==> src/rtl/ds2_pkg.sv <==
// Shared types and constants for the DualShock 2 host interface.
package ds2_pkg;

  typedef enum logic [2:0] {
    IDLE,
    ATT_LO,
    CLK_LO,
    CLK_HI,
    GAP,
    ATT_HI
  } ds2_state_e;

  // Which command frame is being sent. ENTER/SETMODE/EXIT run back to back.
  typedef enum logic [1:0] {
    TXN_POLL,
    TXN_ENTER,
    TXN_SETMODE,
    TXN_EXIT
  } ds2_txn_e;

  localparam logic [7:0] CMD_START   = 8'h01;
  localparam logic [7:0] CMD_POLL    = 8'h42;
  localparam logic [7:0] CMD_CONFIG  = 8'h43;
  localparam logic [7:0] CMD_SETMODE = 8'h44;
  localparam logic [7:0] CMD_PAD     = 8'h5A;

  localparam logic [7:0] ID_DIGITAL  = 8'h41;
  localparam logic [7:0] ID_ANALOG   = 8'h73;
  localparam logic [7:0] ID_DS2      = 8'h79;
  localparam logic [7:0] ID_NONE     = 8'hFF;

  // Bit positions inside response byte 3 (after inversion).
  localparam int B3_SELECT = 0;
  localparam int B3_LSTICK = 1;
  localparam int B3_RSTICK = 2;
  localparam int B3_START  = 3;
  localparam int B3_UP     = 4;
  localparam int B3_RIGHT  = 5;
  localparam int B3_DOWN   = 6;
  localparam int B3_LEFT   = 7;

  // Bit positions inside response byte 4 (after inversion).
  localparam int B4_L2       = 0;
  localparam int B4_R2       = 1;
  localparam int B4_L1       = 2;
  localparam int B4_R1       = 3;
  localparam int B4_TRIANGLE = 4;
  localparam int B4_CIRCLE   = 5;
  localparam int B4_CROSS    = 6;
  localparam int B4_SQUARE   = 7;

  // Number of bytes in a frame.
  function automatic logic [3:0] txn_len(ds2_txn_e t);
    return (t == TXN_ENTER) ? 4'd5 : 4'd9;
  endfunction

  // Command byte number idx of frame t; mm selects analog (1) / digital (0).
  function automatic logic [7:0] cmd_byte(ds2_txn_e t, logic [3:0] idx, logic mm);
    logic [7:0] b;
    b = 8'h00;
    if (idx == 4'd0) begin
      b = CMD_START;
    end else begin
      case (t)
        TXN_POLL:    if (idx == 4'd1) b = CMD_POLL;
        TXN_ENTER:   if (idx == 4'd1) b = CMD_CONFIG; else if (idx == 4'd3) b = 8'h01;
        TXN_SETMODE: if (idx == 4'd1) b = CMD_SETMODE;
                     else if (idx == 4'd3) b = {7'd0, mm};
                     else if (idx == 4'd4) b = 8'h03;
        TXN_EXIT:    if (idx == 4'd1) b = CMD_CONFIG; else if (idx >= 4'd4) b = CMD_PAD;
        default:     b = 8'h00;
      endcase
    end
    return b;
  endfunction

endpackage

==> src/rtl/ds2_byte_xfer.sv <==
// Full-duplex 8-bit LSB-first shifter. Generates the pad clock:
// CMD changes on each falling edge, DAT is captured on each rising edge.
// Handshake: i_start (one cycle, only honoured when idle) loads i_tx_byte;
// o_done pulses one cycle after the last high half-period, with o_rx_byte valid.
module ds2_byte_xfer #(
  parameter int CLK_HALF = 54
) (
  input  logic       clk,
  input  logic       rst,
  input  logic       i_start,
  input  logic [7:0] i_tx_byte,
  input  logic       i_dat,
  output logic       o_done,
  output logic [7:0] o_rx_byte,
  output logic       o_cmd,
  output logic       o_sclk
);

  localparam int CW = $clog2(CLK_HALF + 1);

  logic          r_busy;
  logic [CW-1:0] r_cnt;
  logic [2:0]    r_bit;
  logic [7:0]    r_tx;
  logic [7:0]    r_rx;
  logic          r_done;
  logic          r_cmd;
  logic          r_sclk;

  // Half-period timer driving the clock phases and the two shift registers.
  always_ff @(posedge clk or negedge rst) begin
    if (!rst) begin
      r_busy <= 1'b0;
      r_cnt  <= '0;
      r_bit  <= 3'd0;
      r_tx   <= 8'h00;
      r_rx   <= 8'h00;
      r_done <= 1'b0;
      r_cmd  <= 1'b1;
      r_sclk <= 1'b1;
    end else begin
      r_done <= 1'b0;
      if (!r_busy) begin
        if (i_start) begin
          r_busy <= 1'b1;
          r_tx   <= i_tx_byte;
          r_cmd  <= i_tx_byte[0];
          r_sclk <= 1'b0;
          r_cnt  <= '0;
          r_bit  <= 3'd0;
        end
      end else if (r_cnt == CW'(CLK_HALF - 1)) begin
        r_cnt <= '0;
        if (!r_sclk) begin
          r_sclk <= 1'b1;
          r_rx   <= {i_dat, r_rx[7:1]};
        end else if (r_bit == 3'd7) begin
          r_busy <= 1'b0;
          r_done <= 1'b1;
          r_cmd  <= 1'b1;
        end else begin
          r_sclk <= 1'b0;
          r_bit  <= r_bit + 3'd1;
          r_tx   <= {1'b0, r_tx[7:1]};
          r_cmd  <= r_tx[1];
        end
      end else begin
        r_cnt <= r_cnt + CW'(1);
      end
    end
  end

  assign o_done    = r_done;
  assign o_rx_byte = r_rx;
  assign o_cmd     = r_cmd;
  assign o_sclk    = r_sclk;

endmodule

==> src/rtl/dualshock2.sv <==
// DualShock 2 host: polls once per vsync, switches digital/analog mode
// with the ENTER/SETMODE/EXIT sequence, and decodes buttons and sticks.
module dualshock2
  import ds2_pkg::*;
#(
  parameter int CLK_HALF  = 54,
  parameter int ATT_SETUP = 108,
  parameter int BYTE_GAP  = 216
) (
  input  logic       clk,
  input  logic       rst,
  input  logic       vsync,
  input  logic       ds2_dat,
  input  logic       ds2_ack,
  input  logic       analog,
  output logic       ds2_cmd,
  output logic       ds2_att,
  output logic       ds2_clk,
  output logic [7:0] stick_lx,
  output logic [7:0] stick_ly,
  output logic [7:0] stick_rx,
  output logic [7:0] stick_ry,
  output logic       key_up,
  output logic       key_down,
  output logic       key_left,
  output logic       key_right,
  output logic       key_l1,
  output logic       key_l2,
  output logic       key_r1,
  output logic       key_r2,
  output logic       key_triangle,
  output logic       key_square,
  output logic       key_circle,
  output logic       key_cross,
  output logic       key_start,
  output logic       key_select,
  output logic       key_lstick,
  output logic       key_rstick,
  output logic [7:0] debug1,
  output logic [7:0] debug2
);

  ds2_state_e  r_state, w_nxt;
  ds2_txn_e    r_txn;
  logic [15:0] r_cnt;
  logic [3:0]  r_byte;
  logic        r_mm, r_mode, r_att;
  logic [7:0]  r_rx [0:8];
  logic [7:0]  r_k3, r_k4, r_lx, r_ly, r_rx_s, r_ry, r_debug1, r_debug2;
  logic        r_vs_s1, r_vs_s2, r_vs_s3, r_dat_s1, r_dat_s2, r_an_s1, r_an_s2;
  logic        w_go, w_start, w_att_rise, w_xdone, w_xclk, w_xcmd, w_vs_rise;
  logic [7:0]  w_rx_byte, w_tx_byte;
  logic [3:0]  w_last;
  logic        w_unused_ack;

  assign w_unused_ack = ds2_ack;
  assign w_vs_rise    = r_vs_s2 & ~r_vs_s3;
  assign w_last       = txn_len(r_txn) - 4'd1;
  assign w_tx_byte    = cmd_byte(r_txn, r_byte, r_mm);

  // Two-flop synchronisers for the asynchronous inputs, plus a vsync edge tap.
  always_ff @(posedge clk or negedge rst) begin
    if (!rst) begin
      {r_vs_s1, r_vs_s2, r_vs_s3} <= 3'b000;
      {r_dat_s1, r_dat_s2}        <= 2'b11;
      {r_an_s1, r_an_s2}          <= 2'b00;
    end else begin
      {r_vs_s1, r_vs_s2, r_vs_s3} <= {vsync, r_vs_s1, r_vs_s2};
      {r_dat_s1, r_dat_s2}        <= {ds2_dat, r_dat_s1};
      {r_an_s1, r_an_s2}          <= {analog, r_an_s1};
    end
  end

  ds2_byte_xfer #(.CLK_HALF(CLK_HALF)) u_xfer (
    .clk       (clk),
    .rst       (rst),
    .i_start   (w_start),
    .i_tx_byte (w_tx_byte),
    .i_dat     (r_dat_s2),
    .o_done    (w_xdone),
    .o_rx_byte (w_rx_byte),
    .o_cmd     (w_xcmd),
    .o_sclk    (w_xclk)
  );

  // State register and phase timer; the timer restarts on every state change.
  always_ff @(posedge clk or negedge rst) begin
    if (!rst) begin
      r_state <= IDLE;
      r_cnt   <= 16'd0;
    end else begin
      r_state <= w_nxt;
      r_cnt   <= (w_nxt != r_state) ? 16'd0 : r_cnt + 16'd1;
    end
  end

  // Next-state logic. CLK_LO/CLK_HI follow the shifter's clock phase; GAP
  // doubles as the ATT-high pause between CONFIG frames when r_att is set.
  always_comb begin
    w_nxt      = r_state;
    w_go       = 1'b0;
    w_start    = 1'b0;
    w_att_rise = 1'b0;
    case (r_state)
      IDLE:   if (w_vs_rise) begin w_nxt = ATT_LO; w_go = 1'b1; end
      ATT_LO: if (r_cnt == 16'(ATT_SETUP - 1)) begin w_nxt = CLK_LO; w_start = 1'b1; end
      CLK_LO: if (w_xclk) w_nxt = CLK_HI;
      CLK_HI: begin
        if (w_xdone)      w_nxt = (r_byte == w_last) ? ATT_HI : GAP;
        else if (!w_xclk) w_nxt = CLK_LO;
      end
      GAP: begin
        if (r_cnt == 16'(BYTE_GAP - 1)) begin
          if (r_att) begin
            w_nxt = ATT_LO;
          end else begin
            w_nxt   = CLK_LO;
            w_start = 1'b1;
          end
        end
      end
      ATT_HI: begin
        if (r_cnt == 16'(ATT_SETUP - 1)) begin
          w_att_rise = 1'b1;
          w_nxt = (r_txn == TXN_ENTER || r_txn == TXN_SETMODE) ? GAP : IDLE;
        end
      end
      default: w_nxt = IDLE;
    endcase
  end

  // Frame sequencing, response capture, mode tracking and end-of-frame decode.
  always_ff @(posedge clk or negedge rst) begin
    if (!rst) begin
      r_txn    <= TXN_POLL;
      r_byte   <= 4'd0;
      r_mm     <= 1'b0;
      r_mode   <= 1'b0;
      r_att    <= 1'b1;
      for (int i = 0; i < 9; i++) r_rx[i] <= 8'h00;
      r_k3     <= 8'h00;
      r_k4     <= 8'h00;
      r_lx     <= 8'h80;
      r_ly     <= 8'h80;
      r_rx_s   <= 8'h80;
      r_ry     <= 8'h80;
      r_debug1 <= 8'h00;
      r_debug2 <= 8'h00;
    end else begin
      if (w_go) begin
        r_txn <= (r_an_s2 == r_mode) ? TXN_POLL : TXN_ENTER;
        r_mm  <= r_an_s2;
      end
      if (w_nxt == ATT_LO && r_state != ATT_LO) begin
        r_att  <= 1'b0;
        r_byte <= 4'd0;
      end
      if (w_xdone) begin
        if (r_byte <= 4'd8) r_rx[r_byte] <= w_rx_byte;
        r_byte <= r_byte + 4'd1;
      end
      if (w_att_rise) begin
        r_att    <= 1'b1;
        r_debug1 <= r_rx[1];
        r_debug2 <= r_debug2 + 8'd1;
        case (r_txn)
          TXN_ENTER:   r_txn  <= TXN_SETMODE;
          TXN_SETMODE: r_txn  <= TXN_EXIT;
          TXN_EXIT:    r_mode <= r_mm;
          default: begin
            if (r_rx[1] == ID_NONE) begin
              r_k3 <= 8'h00;
              r_k4 <= 8'h00;
            end else begin
              r_k3 <= ~r_rx[3];
              r_k4 <= ~r_rx[4];
              if (r_rx[1] == ID_ANALOG || r_rx[1] == ID_DS2) begin
                r_rx_s <= r_rx[5];
                r_ry   <= r_rx[6];
                r_lx   <= r_rx[7];
                r_ly   <= r_rx[8];
              end else begin
                {r_rx_s, r_ry, r_lx, r_ly} <= 32'h80808080;
              end
            end
          end
        endcase
      end
    end
  end

  assign ds2_att      = r_att;
  assign ds2_clk      = w_xclk;
  assign ds2_cmd      = w_xcmd;
  assign stick_lx     = r_lx;
  assign stick_ly     = r_ly;
  assign stick_rx     = r_rx_s;
  assign stick_ry     = r_ry;
  assign debug1       = r_debug1;
  assign debug2       = r_debug2;
  assign key_select   = r_k3[B3_SELECT];
  assign key_lstick   = r_k3[B3_LSTICK];
  assign key_rstick   = r_k3[B3_RSTICK];
  assign key_start    = r_k3[B3_START];
  assign key_up       = r_k3[B3_UP];
  assign key_right    = r_k3[B3_RIGHT];
  assign key_down     = r_k3[B3_DOWN];
  assign key_left     = r_k3[B3_LEFT];
  assign key_l2       = r_k4[B4_L2];
  assign key_r2       = r_k4[B4_R2];
  assign key_l1       = r_k4[B4_L1];
  assign key_r1       = r_k4[B4_R1];
  assign key_triangle = r_k4[B4_TRIANGLE];
  assign key_circle   = r_k4[B4_CIRCLE];
  assign key_cross    = r_k4[B4_CROSS];
  assign key_square   = r_k4[B4_SQUARE];

endmodule

==> config.mk <==
export PLATFORM = sky130hd
export DESIGN_NAME = dualshock2
export DESIGN_NICKNAME = d
export VERILOG_FILES = /design/src/rtl/ds2_pkg.sv /design/src/rtl/ds2_byte_xfer.sv /design/src/rtl/dualshock2.sv
export SDC_FILE = /design/constraint.sdc
export NUM_CORES = 1
export LEC_CHECK = 0
export ABC_AREA = 1
export BUFFER_PORTS_ARGS = -buffer_cell sky130_fd_sc_hd__buf_2
export CORE_AREA = 5 5 195 103
export CTS_CLUSTER_SIZE = 8
export DETAILED_ROUTE_END_ITERATION = 8
export DIE_AREA = 0 0 200 108
export HOLD_SLACK_MARGIN = 0.06
export SETUP_SLACK_MARGIN = 0.3
export SLEW_MARGIN = 20
export SYNTH_ARGS = -nofsm -noshare
export SYNTH_HDL_FRONTEND = slang
export SYNTH_HIERARCHICAL = 1
export SYNTH_SLANG_ARGS = --single-unit
==> constraint.sdc <==
create_clock -name clk -period 5.96 [get_ports clk]
set_input_delay 1.49 -clock clk [delete_from_list [all_inputs] [get_ports clk]]
set_output_delay 1.49 -clock clk [all_outputs]
set_load 0.02 [all_outputs]
Word-level counts from Yosys, hierarchy flattened --
Index checks and enable logic that the tools add are counted.
Word-level totals: register bits after elaboration 200, logic and storage cells 180
Operators by class: $add $sub $neg 6, $lt $le $gt $ge 4, equality and inequality tests 26, muxes and demuxes 78, bitwise operators 8, reductions and logical operators 19
Operators with widths (number):
- $mux 8 | 13
- $bwmux 72 | 1
- $mux 3 | 13
- $mux 7 | 5
- $demux 8 s4 | 1
- $pmux 8 s4 | 1
- $mux 1 | 29
- $mux 6 | 3
- $pmux 3 s6 | 1
- $add 16x1->16 const B | 1
- $eq 16x7->1 const B | 1
- $eq 16x8->1 const B | 1
- $eq 8x7->1 const B | 2
- $mux 16 | 1
- $not 8->8 | 2
- $mux 4 | 3
- $mux 2 | 5
- $eq 3x3->1 const B | 3
- $reduce_and 3->1 | 3
- $add 8x1->8 const B | 1
- $eq 8x8->1 const B | 1
- $reduce_and 2->1 | 4
- $add 6x1->6 const B | 1
- $eq 3x1->1 const B | 2
- 32 further kinds | 43

Depth between registers and ports, before layout --
depth in word-level cells 11, depth in mapped cells 16, depth with buffers taken out 16

Cells and area by module --
The synthesis kept the hierarchy.
By module, submodules not included:
- dualshock2 | times used 1, cells an instance 718, area each 6530.0 sq um, sequential area each 3887.5 sq um
- ds2_byte_xfer | times used 1, cells an instance 168, area each 1440.1 sq um, sequential area each 703.2 sq um

Worst setup path before layout --
No wires, ideal clock.
path type register -> output, start point register u_xfer.r_sclk (netlist: u_xfer/o_sclk), end point output ds2_clk, arrival time 593 ps, required time 4470 ps, setup slack 3877 ps, stages on the path, launching flop included 1, path buffers 0, cells stage by stage dfstp_2
RTL lines:
- from (decl) | line ds2_byte_xfer.sv:28 | logic r_sclk;
- from (signal assigned) | line ds2_byte_xfer.sv:40 | r_sclk <= 1'b1;
- from (signal assigned) | line ds2_byte_xfer.sv:48 | r_sclk <= 1'b0;
- from (signal assigned) | line ds2_byte_xfer.sv:55 | r_sclk <= 1'b1;
- to (decl) | line dualshock2.sv:18 | output logic ds2_clk,
No word-level cell between the ends.

==> flow_summary.ini <==
[worst_setup_path]
worstPathMaxFanout = 48
worst-setup-path-type = flop to flop
cp-end-kind = flop
cp-start-kind = flop
crit_required_ps = 6290
regToRegSetupSlack_ps = 3050
worst-endpoint-arrival_ps = 3240

[grt]
grt_overflow = 0
track_usage_pct = 17.69
grt_pass1_vias = 5575
grt_pass1_wl_um = 30200
grt_antenna_before_repair = 1
grt_start_max_net_pins = 111

[sta]
worst_pin_slew_ps = 951.3
period_share_pct = 48.85
hold_viol_final = 0
fmax_mhz = 343.4
drv_slew = 0
min_period_ps = 2912
setup-tns-final_ps = 0
setup_viol = 0
skew_ps = 10.03
fin_ws_ps = 3048
rsz0062_at_grt = no
relSlewSlack_pct = 36.15

[finish]
num-nets-final = 972
post-route-util_pct = 50.42
syn2layout_area_growth_pct = 14.13
drive_above_1_share_pct = 14.94
antenna_cells = 0

[pwr]
cellLeakagePower_nw = 4.618
power.density_nw_per_um2 = 274.5
p_total_mw = 2.497
ir_drop_mv = 0.1816

[detailed_routing]
detail-route-antenna-nets = 0
wl_um = 18050
drt_iter0_drc = 478
drc_errors = 0
avgRoutedWirePerCell_um = 14.99
via_count = 5940
drtPass1Iterations = 5
vias_per_cell = 4.934

[synth]
syn_area_um2 = 7970
avgSynthCellArea_um2 = 8.996
ys_seq_elements = 183
synth.most_common_cell = nand2_1
synth_cells = 886
synth_ff_type = dfrtp_1
synth_edf_count = 0
seq_area_frac_synth_pct = 57.60
synth.area.top_cells = dfrtp_1 (55%), nand2_1 (13%), o21ai_0 (7.0%), nand3_1 (4.3%), inv_1 (3.2%)
synth_top_area_share_pct = 54.63
synth_cell_types = 36
synth_commonest_cells = nand2_1 (274), dfrtp_1 (174), o21ai_0 (112)
synth_top_area_cell = dfrtp_1
yosys_warnings = 6
synthArstFlopShare_pct = 100.0

[place]
io_buffer_count = 71
pre_cts_slack_ps = 2999
dpl.hpwl_um = 12160
place.gp.congestion = 0.8077

[die]
io_pins = 73
die_y_um = 108
start_util_pct = 44.17
row_count = 35
die_area_um2 = 21600
dieWidth_um = 200
core_um2 = 18040

[flow_run]
drv_cap = 0

[clock_tree]
cts_resized = 0
insertion_delay_ps = 420
clockBufferDepth = 2
cts_setup_buffers = 0
cts_sinks = 183
cts_tree = built
postCtsHoldBufs = 0
cts_inserted_buffers = 17
htreeDepth = 4
cts_root_buf = clkbuf_16
path_clk_slew_ps = 70

[status]
status = complete, no violations

[worst_hold_path]
min_path_type = flop to flop
-- through the flow --
stage,hold WS [ps],area (um^2),std cells
6_report,349.9,9096,1204
5_1_grt,359.7,9096,1204
4_1_cts,351.5,9096,1204
3_5_place_dp,336.3,8521,1172
3_3_place_gp,335.0,8521,1172
2_1_floorplan,331.2,7974,887
-- logic make-up after synthesis --
kind of cell,share of synthesized area [%]
compound gates,9.309
xor+xnor,2.308
other cells,0.04705
flops,57.60
fa+ha+maj,2.355
simple gates,23.08
buf+inv,5.306
-- placed cells by master, fill, tap and decap left out, types with 10 or more instances in the layout --
cell	instances
nor2_1	49
nand4_1	10
nand2_1	274
ha_1	15
clkbuf_16	17
nand3_1	69
dfrtp_1	174
buf_2	70
xor2_1	11
inv_1	67
o21ai_0	112
xnor2_1	10
-- flip-flops by register name (all words and copies together) (netlist names), 7 cells and up --
register          count
stick_ly              8
u_xfer/r_tx           7
u_xfer/o_rx_byte      8
debug1                8
stick_rx              8
r_cnt                16
r_rx                 56
r_k3                  8
debug2                8
r_k4                  8
stick_ry              8
stick_lx              8
-- metal layers --
layer,vias to the layer above,routed length (um),GRT usage [%]
met2,136,6627,21.69
met1,2806,10160,30.36
met3,11,1148,4.016
met4,0,115,3.924
li1,2987,-,-
met5,-,0,0
-- power by group --
group / internal (mW) / switching (mW)
Sequential: 1.26 / 0.0152
Clock: 0.629 / 0.477
Combinational: 0.0306 / 0.0839
-- critical path, stage by stage, from the launching register on --
cell     delay (ps)
dfrtp_1         360
ha_1            220
nand3_1         110
nor2_2          160
nand3_2         540
nor3_4          300
buf_4           380
inv_2           410
o21ai_0         290
-- area by class of cell --
class,instances,area [um^2]
Clock buffer,20,446.7
Clock inverter,12,128.9
Fill cell,1719,8946
Inverter,72,270.3
Multi-Input combinational cell,603,2963
Sequential cell,183,4591
Tap cell,240,300.3
Timing Repair Buffer,74,396.6
-- final timing paths --
check	to	cells after the start	from
setup / recovery	r_k3[7]	8	r_cnt[0]
hold / removal	r_an_s2	0	r_an_s1
setup reg to reg	r_k3[7]	8	r_cnt[0]
hold reg to reg	r_an_s2	0	r_an_s1
max in group asynchronous	u_xfer/o_rx_byte[5]	2	rst
min in group asynchronous	r_cnt[12]	1	rst
Power figures use the tool's default switching activity.
